[src/rtl/gpio_pkg.sv]
// gpio_pkg: register map, bus state encoding and bank mask helper for gpio_bank.
package gpio_pkg;

    localparam int MAX_PINS  = 256;
    localparam int MAX_BANKS = 8;

    // Register index, taken from data_addr[9:5].
    typedef enum logic [4:0] {
        REG_IN       = 5'd0,
        REG_OE       = 5'd1,
        REG_OUT      = 5'd2,
        REG_OUT_SET  = 5'd3,
        REG_OUT_CLR  = 5'd4,
        REG_OUT_TGL  = 5'd5,
        REG_POS_EN   = 5'd6,
        REG_NEG_EN   = 5'd7,
        REG_STATUS   = 5'd8,
        REG_IRQ_MASK = 5'd9,
        REG_DEBOUNCE = 5'd10
    } gpio_reg_e;

    // Bus response pipeline: accept -> grant -> response.
    typedef enum logic [1:0] {
        ST_IDLE   = 2'd0,
        ST_GNT    = 2'd1,
        ST_RVALID = 2'd2
    } bus_state_e;

    // Bits of a 32-bit bank that map onto an existing pin; zero for banks past the last pin.
    function automatic logic [31:0] bank_mask(input int num_pins, input logic [2:0] bank);
        logic [31:0] m;
        int          lo;
        lo = 32 * int'(bank);
        m  = '0;
        for (int i = 0; i < 32; i++) m[i] = (lo + i) < num_pins;
        return m;
    endfunction

endpackage

[src/rtl/gpio_if.sv]
// gpio_if: peripheral-block data bus between a bus master and the GPIO bank.
interface gpio_if;
    logic        data_req;
    logic        data_we;
    logic [3:0]  data_be;
    logic [31:0] data_addr;
    logic [31:0] data_wdata;
    logic        data_gnt;
    logic        data_rvalid;
    logic [31:0] data_rdata;

    modport master (
        output data_req, data_we, data_be, data_addr, data_wdata,
        input  data_gnt, data_rvalid, data_rdata
    );

    modport slave (
        input  data_req, data_we, data_be, data_addr, data_wdata,
        output data_gnt, data_rvalid, data_rdata
    );
endinterface

[src/rtl/gpio_sync_debounce.sv]
// gpio_sync_debounce: pin synchroniser chain plus a two-sample debounce filter
// driven by one prescaler shared by all pins.
module gpio_sync_debounce
    import gpio_pkg::*;
#(
    parameter int NUM_PINS       = 64,
    parameter int SYNC_STAGES    = 2,
    parameter int DEBOUNCE_WIDTH = 16
)(
    input  logic                      clk,
    input  logic                      rst,
    input  logic [NUM_PINS-1:0]       i_pins,
    input  logic [DEBOUNCE_WIDTH-1:0] i_limit,
    input  logic                      i_clr,
    output logic [NUM_PINS-1:0]       o_filt,
    output logic                      o_tick
);
    logic [SYNC_STAGES-1:0][NUM_PINS-1:0] r_sync;
    logic [NUM_PINS-1:0]                  r_samp;
    logic [NUM_PINS-1:0]                  r_filt;
    logic [DEBOUNCE_WIDTH-1:0]            r_cnt;
    logic [NUM_PINS-1:0]                  w_sync;
    logic [NUM_PINS-1:0]                  w_eq;
    logic                                 w_tick;

    assign w_sync = r_sync[SYNC_STAGES-1];
    assign w_eq   = ~(w_sync ^ r_samp);
    assign w_tick = (i_limit != '0) && (r_cnt == i_limit);
    assign o_filt = r_filt;
    assign o_tick = w_tick;

    // Shift raw pins through the synchroniser flops.
    always_ff @(posedge clk) begin
        if (!rst) begin
            r_sync <= '0;
        end else begin
            r_sync[0] <= i_pins;
            for (int s = 1; s < SYNC_STAGES; s++) r_sync[s] <= r_sync[s-1];
        end
    end

    // Prescaler counts 0..limit and wraps; idle at 0 when filtering is off or on reprogramming.
    always_ff @(posedge clk) begin
        if (!rst || i_clr || w_tick || (i_limit == '0)) r_cnt <= '0;
        else                                            r_cnt <= r_cnt + 1'b1;
    end

    // Bypass when limit is 0; otherwise accept a level only after two equal tick samples.
    always_ff @(posedge clk) begin
        if (!rst) begin
            r_samp <= '0;
            r_filt <= '0;
        end else if (i_limit == '0) begin
            r_filt <= w_sync;
        end else if (w_tick) begin
            r_samp <= w_sync;
            r_filt <= (r_filt & ~w_eq) | (w_sync & w_eq);
        end
    end

endmodule

[src/rtl/gpio_bank.sv]
// gpio_bank: banked GPIO peripheral with atomic output ops, debounced inputs,
// edge status and a masked registered interrupt.
module gpio_bank
    import gpio_pkg::*;
#(
    parameter int          NUM_PINS       = 64,
    parameter logic [19:0] BASE_ADDR      = 20'h00020,
    parameter int          SYNC_STAGES    = 2,
    parameter int          DEBOUNCE_WIDTH = 16
)(
    input  logic                clk,
    input  logic                rst,
    gpio_if.slave               bus,
    input  logic [NUM_PINS-1:0] gpio_in,
    output logic [NUM_PINS-1:0] gpio_out,
    output logic [NUM_PINS-1:0] gpio_oe,
    output logic                irq
);
    bus_state_e                r_state, w_state_nxt;
    logic [NUM_PINS-1:0]       r_oe, r_out, r_pos_en, r_neg_en, r_status, r_mask, r_prev;
    logic [DEBOUNCE_WIDTH-1:0] r_deb;
    logic [31:0]               r_rdata;
    logic                      r_irq;

    logic                      w_acc, w_wr, w_deb_wr, w_tick;
    logic [4:0]                w_idx;
    logic [2:0]                w_bank;
    logic [31:0]               w_be, w_lane, w_rd;
    logic [NUM_PINS-1:0]       w_wm, w_wd, w_bits, w_sel, w_filt, w_set, w_clr;
    logic                      w_unused;

    assign w_idx    = bus.data_addr[9:5];
    assign w_bank   = bus.data_addr[4:2];
    // One access per grant: a held request is ignored while the grant is showing.
    assign w_acc    = bus.data_req && (bus.data_addr[31:12] == BASE_ADDR) && !bus.data_gnt;
    assign w_wr     = w_acc && bus.data_we;
    assign w_be     = {{8{bus.data_be[3]}}, {8{bus.data_be[2]}}, {8{bus.data_be[1]}}, {8{bus.data_be[0]}}};
    assign w_lane   = w_be & bank_mask(NUM_PINS, w_bank);
    assign w_bits   = w_wd & w_wm;
    assign w_deb_wr = w_wr && (w_idx == REG_DEBOUNCE) && (w_bank == 3'd0);
    assign w_set    = ((~r_prev & w_filt) & r_pos_en) | ((r_prev & ~w_filt) & r_neg_en);
    assign w_clr    = (w_wr && (w_idx == REG_STATUS)) ? w_bits : '0;
    assign w_unused = ^{bus.data_addr[11:10], bus.data_addr[1:0], w_tick};

    assign gpio_out        = r_out;
    assign gpio_oe         = r_oe;
    assign irq             = r_irq;
    assign bus.data_rdata  = r_rdata;

    gpio_sync_debounce #(
        .NUM_PINS       (NUM_PINS),
        .SYNC_STAGES    (SYNC_STAGES),
        .DEBOUNCE_WIDTH (DEBOUNCE_WIDTH)
    ) u_sync (
        .clk     (clk),
        .rst     (rst),
        .i_pins  (gpio_in),
        .i_limit (r_deb),
        .i_clr   (w_deb_wr),
        .o_filt  (w_filt),
        .o_tick  (w_tick)
    );

    // Bus state register.
    always_ff @(posedge clk) begin
        if (!rst) r_state <= ST_IDLE;
        else      r_state <= w_state_nxt;
    end

    // Bus next state: a new access may be accepted in the response cycle.
    always_comb begin
        w_state_nxt = r_state;
        case (r_state)
            ST_IDLE:   if (w_acc) w_state_nxt = ST_GNT;
            ST_GNT:    w_state_nxt = ST_RVALID;
            ST_RVALID: w_state_nxt = w_acc ? ST_GNT : ST_IDLE;
            default:   w_state_nxt = ST_IDLE;
        endcase
    end

    // Bus handshake outputs decoded from state.
    always_comb begin
        bus.data_gnt    = (r_state == ST_GNT);
        bus.data_rvalid = (r_state == ST_RVALID);
    end

    // Spread the addressed 32-bit bank and its enabled lanes across the pin vector.
    always_comb begin
        w_wm = '0;
        w_wd = '0;
        for (int p = 0; p < NUM_PINS; p++) begin
            w_wd[p] = bus.data_wdata[p % 32];
            w_wm[p] = w_wr && (int'(w_bank) == p / 32) && w_lane[p % 32];
        end
    end

    // Read mux: pick the register, then the addressed bank of it.
    always_comb begin
        w_sel = '0;
        case (w_idx)
            REG_IN:       w_sel = w_filt;
            REG_OE:       w_sel = r_oe;
            REG_OUT:      w_sel = r_out;
            REG_POS_EN:   w_sel = r_pos_en;
            REG_NEG_EN:   w_sel = r_neg_en;
            REG_STATUS:   w_sel = r_status;
            REG_IRQ_MASK: w_sel = r_mask;
            default:      w_sel = '0;
        endcase
        w_rd = '0;
        for (int p = 0; p < NUM_PINS; p++)
            if (int'(w_bank) == p / 32) w_rd[p % 32] = w_sel[p];
        if ((w_idx == REG_DEBOUNCE) && (w_bank == 3'd0)) w_rd[DEBOUNCE_WIDTH-1:0] = r_deb;
    end

    // Read data captured at accept and held until the next read.
    always_ff @(posedge clk) begin
        if (!rst)                          r_rdata <= '0;
        else if (w_acc && !bus.data_we)    r_rdata <= w_rd;
    end

    // Control register writes, including the atomic set/clear/toggle views of OUT.
    always_ff @(posedge clk) begin
        if (!rst) begin
            r_oe     <= '0;
            r_out    <= '0;
            r_pos_en <= '0;
            r_neg_en <= '0;
            r_mask   <= '0;
            r_deb    <= '0;
        end else if (w_wr) begin
            case (w_idx)
                REG_OE:       r_oe     <= (r_oe & ~w_wm) | w_bits;
                REG_OUT:      r_out    <= (r_out & ~w_wm) | w_bits;
                REG_OUT_SET:  r_out    <= r_out | w_bits;
                REG_OUT_CLR:  r_out    <= r_out & ~w_bits;
                REG_OUT_TGL:  r_out    <= r_out ^ w_bits;
                REG_POS_EN:   r_pos_en <= (r_pos_en & ~w_wm) | w_bits;
                REG_NEG_EN:   r_neg_en <= (r_neg_en & ~w_wm) | w_bits;
                REG_IRQ_MASK: r_mask   <= (r_mask & ~w_wm) | w_bits;
                REG_DEBOUNCE:
                    if (w_bank == 3'd0)
                        r_deb <= (r_deb & ~w_be[DEBOUNCE_WIDTH-1:0])
                               | (bus.data_wdata[DEBOUNCE_WIDTH-1:0] & w_be[DEBOUNCE_WIDTH-1:0]);
                default: ;
            endcase
        end
    end

    // Edge history, sticky status (a new edge beats a same-cycle clear) and registered irq.
    always_ff @(posedge clk) begin
        if (!rst) begin
            r_prev   <= '0;
            r_status <= '0;
            r_irq    <= 1'b0;
        end else begin
            r_prev   <= w_filt;
            r_status <= (r_status & ~w_clr) | w_set;
            r_irq    <= |(r_status & r_mask);
        end
    end

endmodule
[src/flat_wrapper.sv]
// flat-port wrapper written by rule: the top's interface ports become plain ports
module gpio_bank_flat import gpio_pkg::*;
#(
    parameter int          NUM_PINS       = 64,
    parameter logic [19:0] BASE_ADDR      = 20'h00020,
    parameter int          SYNC_STAGES    = 2,
    parameter int          DEBOUNCE_WIDTH = 16
)
  (clk, rst, gpio_in, gpio_out, gpio_oe, irq, bus_data_req, bus_data_we, bus_data_be, bus_data_addr, bus_data_wdata, bus_data_gnt, bus_data_rvalid, bus_data_rdata);
  gpio_if bus_i ();
  input  logic clk;
  input  logic rst;
  input  logic [NUM_PINS-1:0] gpio_in;
  output logic [NUM_PINS-1:0] gpio_out;
  output logic [NUM_PINS-1:0] gpio_oe;
  output logic irq;
  input wire logic [$bits(bus_i.data_req)-1:0] bus_data_req;
  input wire logic [$bits(bus_i.data_we)-1:0] bus_data_we;
  input wire logic [$bits(bus_i.data_be)-1:0] bus_data_be;
  input wire logic [$bits(bus_i.data_addr)-1:0] bus_data_addr;
  input wire logic [$bits(bus_i.data_wdata)-1:0] bus_data_wdata;
  output wire logic [$bits(bus_i.data_gnt)-1:0] bus_data_gnt;
  output wire logic [$bits(bus_i.data_rvalid)-1:0] bus_data_rvalid;
  output wire logic [$bits(bus_i.data_rdata)-1:0] bus_data_rdata;
  assign bus_i.data_req = bus_data_req;
  assign bus_i.data_we = bus_data_we;
  assign bus_i.data_be = bus_data_be;
  assign bus_i.data_addr = bus_data_addr;
  assign bus_i.data_wdata = bus_data_wdata;
  assign bus_data_gnt = bus_i.data_gnt;
  assign bus_data_rvalid = bus_i.data_rvalid;
  assign bus_data_rdata = bus_i.data_rdata;
  gpio_bank #(.NUM_PINS(NUM_PINS), .BASE_ADDR(BASE_ADDR), .SYNC_STAGES(SYNC_STAGES), .DEBOUNCE_WIDTH(DEBOUNCE_WIDTH)) u_core (.clk(clk), .rst(rst), .bus(bus_i), .gpio_in(gpio_in), .gpio_out(gpio_out), .gpio_oe(gpio_oe), .irq(irq));
endmodule
[config.mk]
export PLATFORM = sky130hd
export DESIGN_NAME = gpio_bank_flat
export DESIGN_NICKNAME = d
export VERILOG_FILES = /design/src/rtl/gpio_pkg.sv /design/src/rtl/gpio_if.sv /design/src/rtl/gpio_sync_debounce.sv /design/src/rtl/gpio_bank.sv /design/src/flat_wrapper.sv
export SDC_FILE = /design/constraint.sdc
export NUM_CORES = 2
export LEC_CHECK = 0
export ABC_AREA = 1
export CORE_ASPECT_RATIO = 0.75
export CORE_MARGIN = 5
export CORE_UTILIZATION = 64
export CTS_CLUSTER_SIZE = 30
export DETAILED_ROUTE_END_ITERATION = 8
export DONT_BUFFER_PORTS = 1
export PLACE_DENSITY = 0.84
export SYNTH_ARGS = -nofsm -noshare
export SYNTH_HDL_FRONTEND = slang
export SYNTH_HIERARCHICAL = 1
export SYNTH_SLANG_ARGS = --single-unit
[constraint.sdc]
create_clock -name clk -period 2.35 [get_ports clk]
set_input_delay 0.3525 -clock clk [delete_from_list [all_inputs] [get_ports clk]]
set_output_delay 0.3525 -clock clk [all_outputs]
set_load 0.01 [all_outputs]
==> metrics.md <==
| Metric | Value |
|---|---|
| Number of remaining DRC errors | `3` |
| Drt first-iter violations | `5,958` |
| Power per Cell Area | `639 nW/um^2` |
| Final setup vio count | `0` |
| H-tree levels | `3` |
| Ys Warns | `6` |
| WS Path Type | `flop to flop` |
| Failing checks | `DRC` |
| DR pass1 iterations | `9` |
| RSZ-0062 raised after global routing | `no` |
| Initial core utilization | `64.3%` |
| Final Net Count | `5,601` |
| Max incr delay on CP | `0.32 ns` |
| Synth unique cells | `45` |
| Worst flop-to-flop path endpoint | `u_core/gpio_out[56]` |
| Reg-to-reg startpoint | `u_core/r_state[1]` |
| Quantity of gates resized following cts | `0` |
| Mapped Cells | `5,246` |
| Vias post-DR | `38,000` |
| GR Overflow Total | `0` |
| P_int | `0.0213 W` |
| Io pins | `299` |
| Die width | `287 um` |
| Worst Max-Slew Pin Slew | `1.09 ns` |
| Slew Viols, Final | `0` |
| Critical Path RT | `2.90 ns` |
| Startpoint type of the worst setup path | `flop` |
| Leak pwr | `18.8 nW` |
| Initial antenna violation count | `13` |
| R2r setup slk | `0.17 ns` |
| Placed cells | `5,865` |
| Number of global-route vias before repair | `35,600` |
| Post-synthesis net count | `5,447` |
| Largest net degree at the start of global routing | `141` |
| Register bit total from synthesis | `771` |
| Max-cap violation count | `0` |
| Crit path depth | `11` |
| Buffers on Ports | `0` |
| Max Freq | `0.460 GHz` |
| Worst setup endpoint | `u_core/gpio_out[56]` |
| Max Root-Sink Buffers | `3` |
| Avg Cell Area, Syn | `7.01 sq um` |
| Maximum vdd drop | `0.000559 V` |
| Fin. Hold Viols | `0` |
| Hpwl dp | `82,900 um` |
| Clk_lat worst skew | `0.64 ns` |
| Crit path capture type | `flop` |
| Core area | `57,100 sq um` |
| Commonest non-fill, non-tap cell in the layout | `nand2_1` |
| First-pass GRT wire length | `203,000 um` |
| Final min period | `2.18 ns` |
| Chip Height | `218 um` |
| CP delay by family, top | `buffers and inverters` |
| Worst Setup SP | `u_core/r_state[1]` |
| Sequential power share | `48.6%` |
| Vias per cell | `6.09` |
| Crit-path cells | `inv_1 -> nand2_1 -> inv_1 -> nor3_4 -> buf_12 -> buf_12 -> nand4_1 -> ha_1 -> o22ai_1 -> nor2_1 -> a21oi_1` |
| Status | `finished, violations left` |
| CTS clk-pin slew, worst paths | `0.07 ns` |
| Combinational Power Share | `4.3%` |
| Buf/Inv on CP | `4` |
| Psw | `0.00618 W` |
| Clk network pwr share | `47.1%` |
| Post-synthesis sequential area ratio | `42.0%` |
| Most frequent cells in the layout | `nand2_1, dfxtp_1, inv_1` |
| Worst-case reg-to-reg path depth | `11` |
| CTS tree | `yes` |
| Max_slew headroom | `27.1%` |
| Post-Route WL | `135,000 um` |
| HP Class | `primary input to flop` |
| Area grow syn2layout | `16.8%` |
| # rows | `76` |
| Full die area | `62,400 sq um` |
| Slowest CP cell | `dfxtp_1` |
| Finished Layout Cells | `6,243` |
| Fin crit share | `92.6%` |
| Worst path arrival time | `2.72 ns` |
| Clock Sinks | `771` |
| Skew final | `0.0263 ns` |
| ANT nets after route | `0` |
| Aggregate global-route resource usage | `41.3%` |
| Final GP Congestion | `1.01` |
| Wire length per cell | `21.6 um` |
| Fillcell total | `4,257` |
| Clock root buffer | `clkbuf_16` |
| Num CTS Buffers | `76` |
| Cell Area, Synth | `36,800 sq um` |
| Share of cells above drive strength 1 | `8.11%` |
| Final core occ | `75.2%` |
| Switching part of the total | `22.5%` |
| Crit path max fanout | `18` |
[per-stage QoR]
stage          setup WS [ns]  setup TNS [ns]  hold slack (ns)  power [W]  instance area, sq um
2_1_floorplan          0.156               0            0.390     0.0142                 36800
3_3_place_gp         0.00341               0            0.394     0.0143                 37900
3_5_place_dp         -0.0423          -0.117            0.399     0.0143                 37900
4_1_cts                0.146               0           0.0275     0.0273                 42900
5_1_grt               0.0166               0           0.0458     0.0281                 42900
6_report               0.175               0           0.0455     0.0275                 43000
[synth_stat cells, drive strengths merged]
library cell | number | area [sq um]
clkbuf | 205 | 769
a31oi | 64 | 400
nor4 | 8 | 50.1
nand4 | 92 | 603
nor2 | 459 | 1930
o22ai | 162 | 1010
nand2 | 1263 | 4920
dfxtp | 771 | 15400
ha | 65 | 813
nor3 | 160 | 812
o31ai | 10 | 75.1
xor2 | 68 | 596
inv | 730 | 2740
nand3 | 192 | 1130
o221ai | 4 | 35.0
nand3b | 6 | 45.0
o211ai | 4 | 30.0
a21oi | 428 | 2250
o2111ai | 4 | 35.0
a22oi | 9 | 67.6
a211oi | 17 | 128
or2 | 4 | 27.5
clkinv | 1 | 3.75
o21a | 16 | 120
o21ai | 381 | 1910
buf | 123 | 833
[worst min-delay path, stage by stage]
cell	delay, ns
nand4_1	0.10
nand2_1	0.07
nand2_1	0.05
a21oi_1	0.05
[final cells by class]
cell class	count	area, sq um	share of cell area [%]
clock buffer	107	2290	5.33
sequential	771	15400	35.9
tap	780	976	2.27
antenna	11	27.5	0.0641
inverter	731	2750	6.41
clock inverter	23	329	0.766
multi-input combinational	3416	17000	39.7
timing repair buffer	404	4110	9.56
[cells by family (layout without fill, tap and decap cells)]
| logic type | after synthesis | after routing | synth area share, % |
|---|---|---|---|
| and+or+nand+nor | 2184 | 2184 | 25.9 |
| AOI/OAI and AO/OA | 1099 | 1099 | 16.5 |
| buffers and inverters | 1059 | 1265 | 11.8 |
| DFF | 771 | 771 | 42.0 |
| xor gates and xnor gates | 68 | 68 | 1.62 |
| adders and majority gates | 65 | 65 | 2.21 |
| other | 0 | 11 | 0 |
[per-layer routing]
layer / wire (um) / vias up / global-route usage, %
met5: 26 / - / 0
met4: 12400 / 4 / 28.6
met3: 20400 / 784 / 15.1
met2: 55300 / 2858 / 61.0
met1: 46700 / 17100 / 50.2
li1: - / 17200 / -
[how the worst min path moves through the flow]
stage	from	end	depth (start not counted)	slack, ns
CTS	bus_data_wdata[30]	u_core/gpio_out[30]	4	0.03
detailed placement	u_core/u_sync/r_sync[17]	u_core/u_sync/w_sync[17]	2	0.40
floorplan	u_core/u_sync/r_sync[0]	u_core/u_sync/w_sync[0]	2	0.39
finish	bus_data_wdata[13]	u_core/gpio_out[13]	4	0.05
global route	bus_data_wdata[30]	u_core/gpio_out[30]	4	0.05
global placement	u_core/u_sync/r_sync[57]	u_core/u_sync/w_sync[57]	2	0.39
[power groups by stage]
| stage | registers (W) | clock network, W | logic [W] |
|---|---|---|---|
| after CTS | 0.0133 | 0.0129 | 0.00110 |
| after global routing | 0.0134 | 0.0135 | 0.00121 |
| after floorplan | 0.0136 | 0 | 0.000577 |
| final | 0.0134 | 0.0129 | 0.00118 |
| after detailed placement | 0.0136 | 0 | 0.000668 |
| after global placement | 0.0136 | 0 | 0.000657 |
[repair_timing]
item / CTS / global route
endpoints found under the hold margin: 549 / 0
endpoints found under the setup margin: 0 / 4
hold buffers: 235 / 0
buffers inserted: 0 / 1
Power figures use the tool's default switching activity.
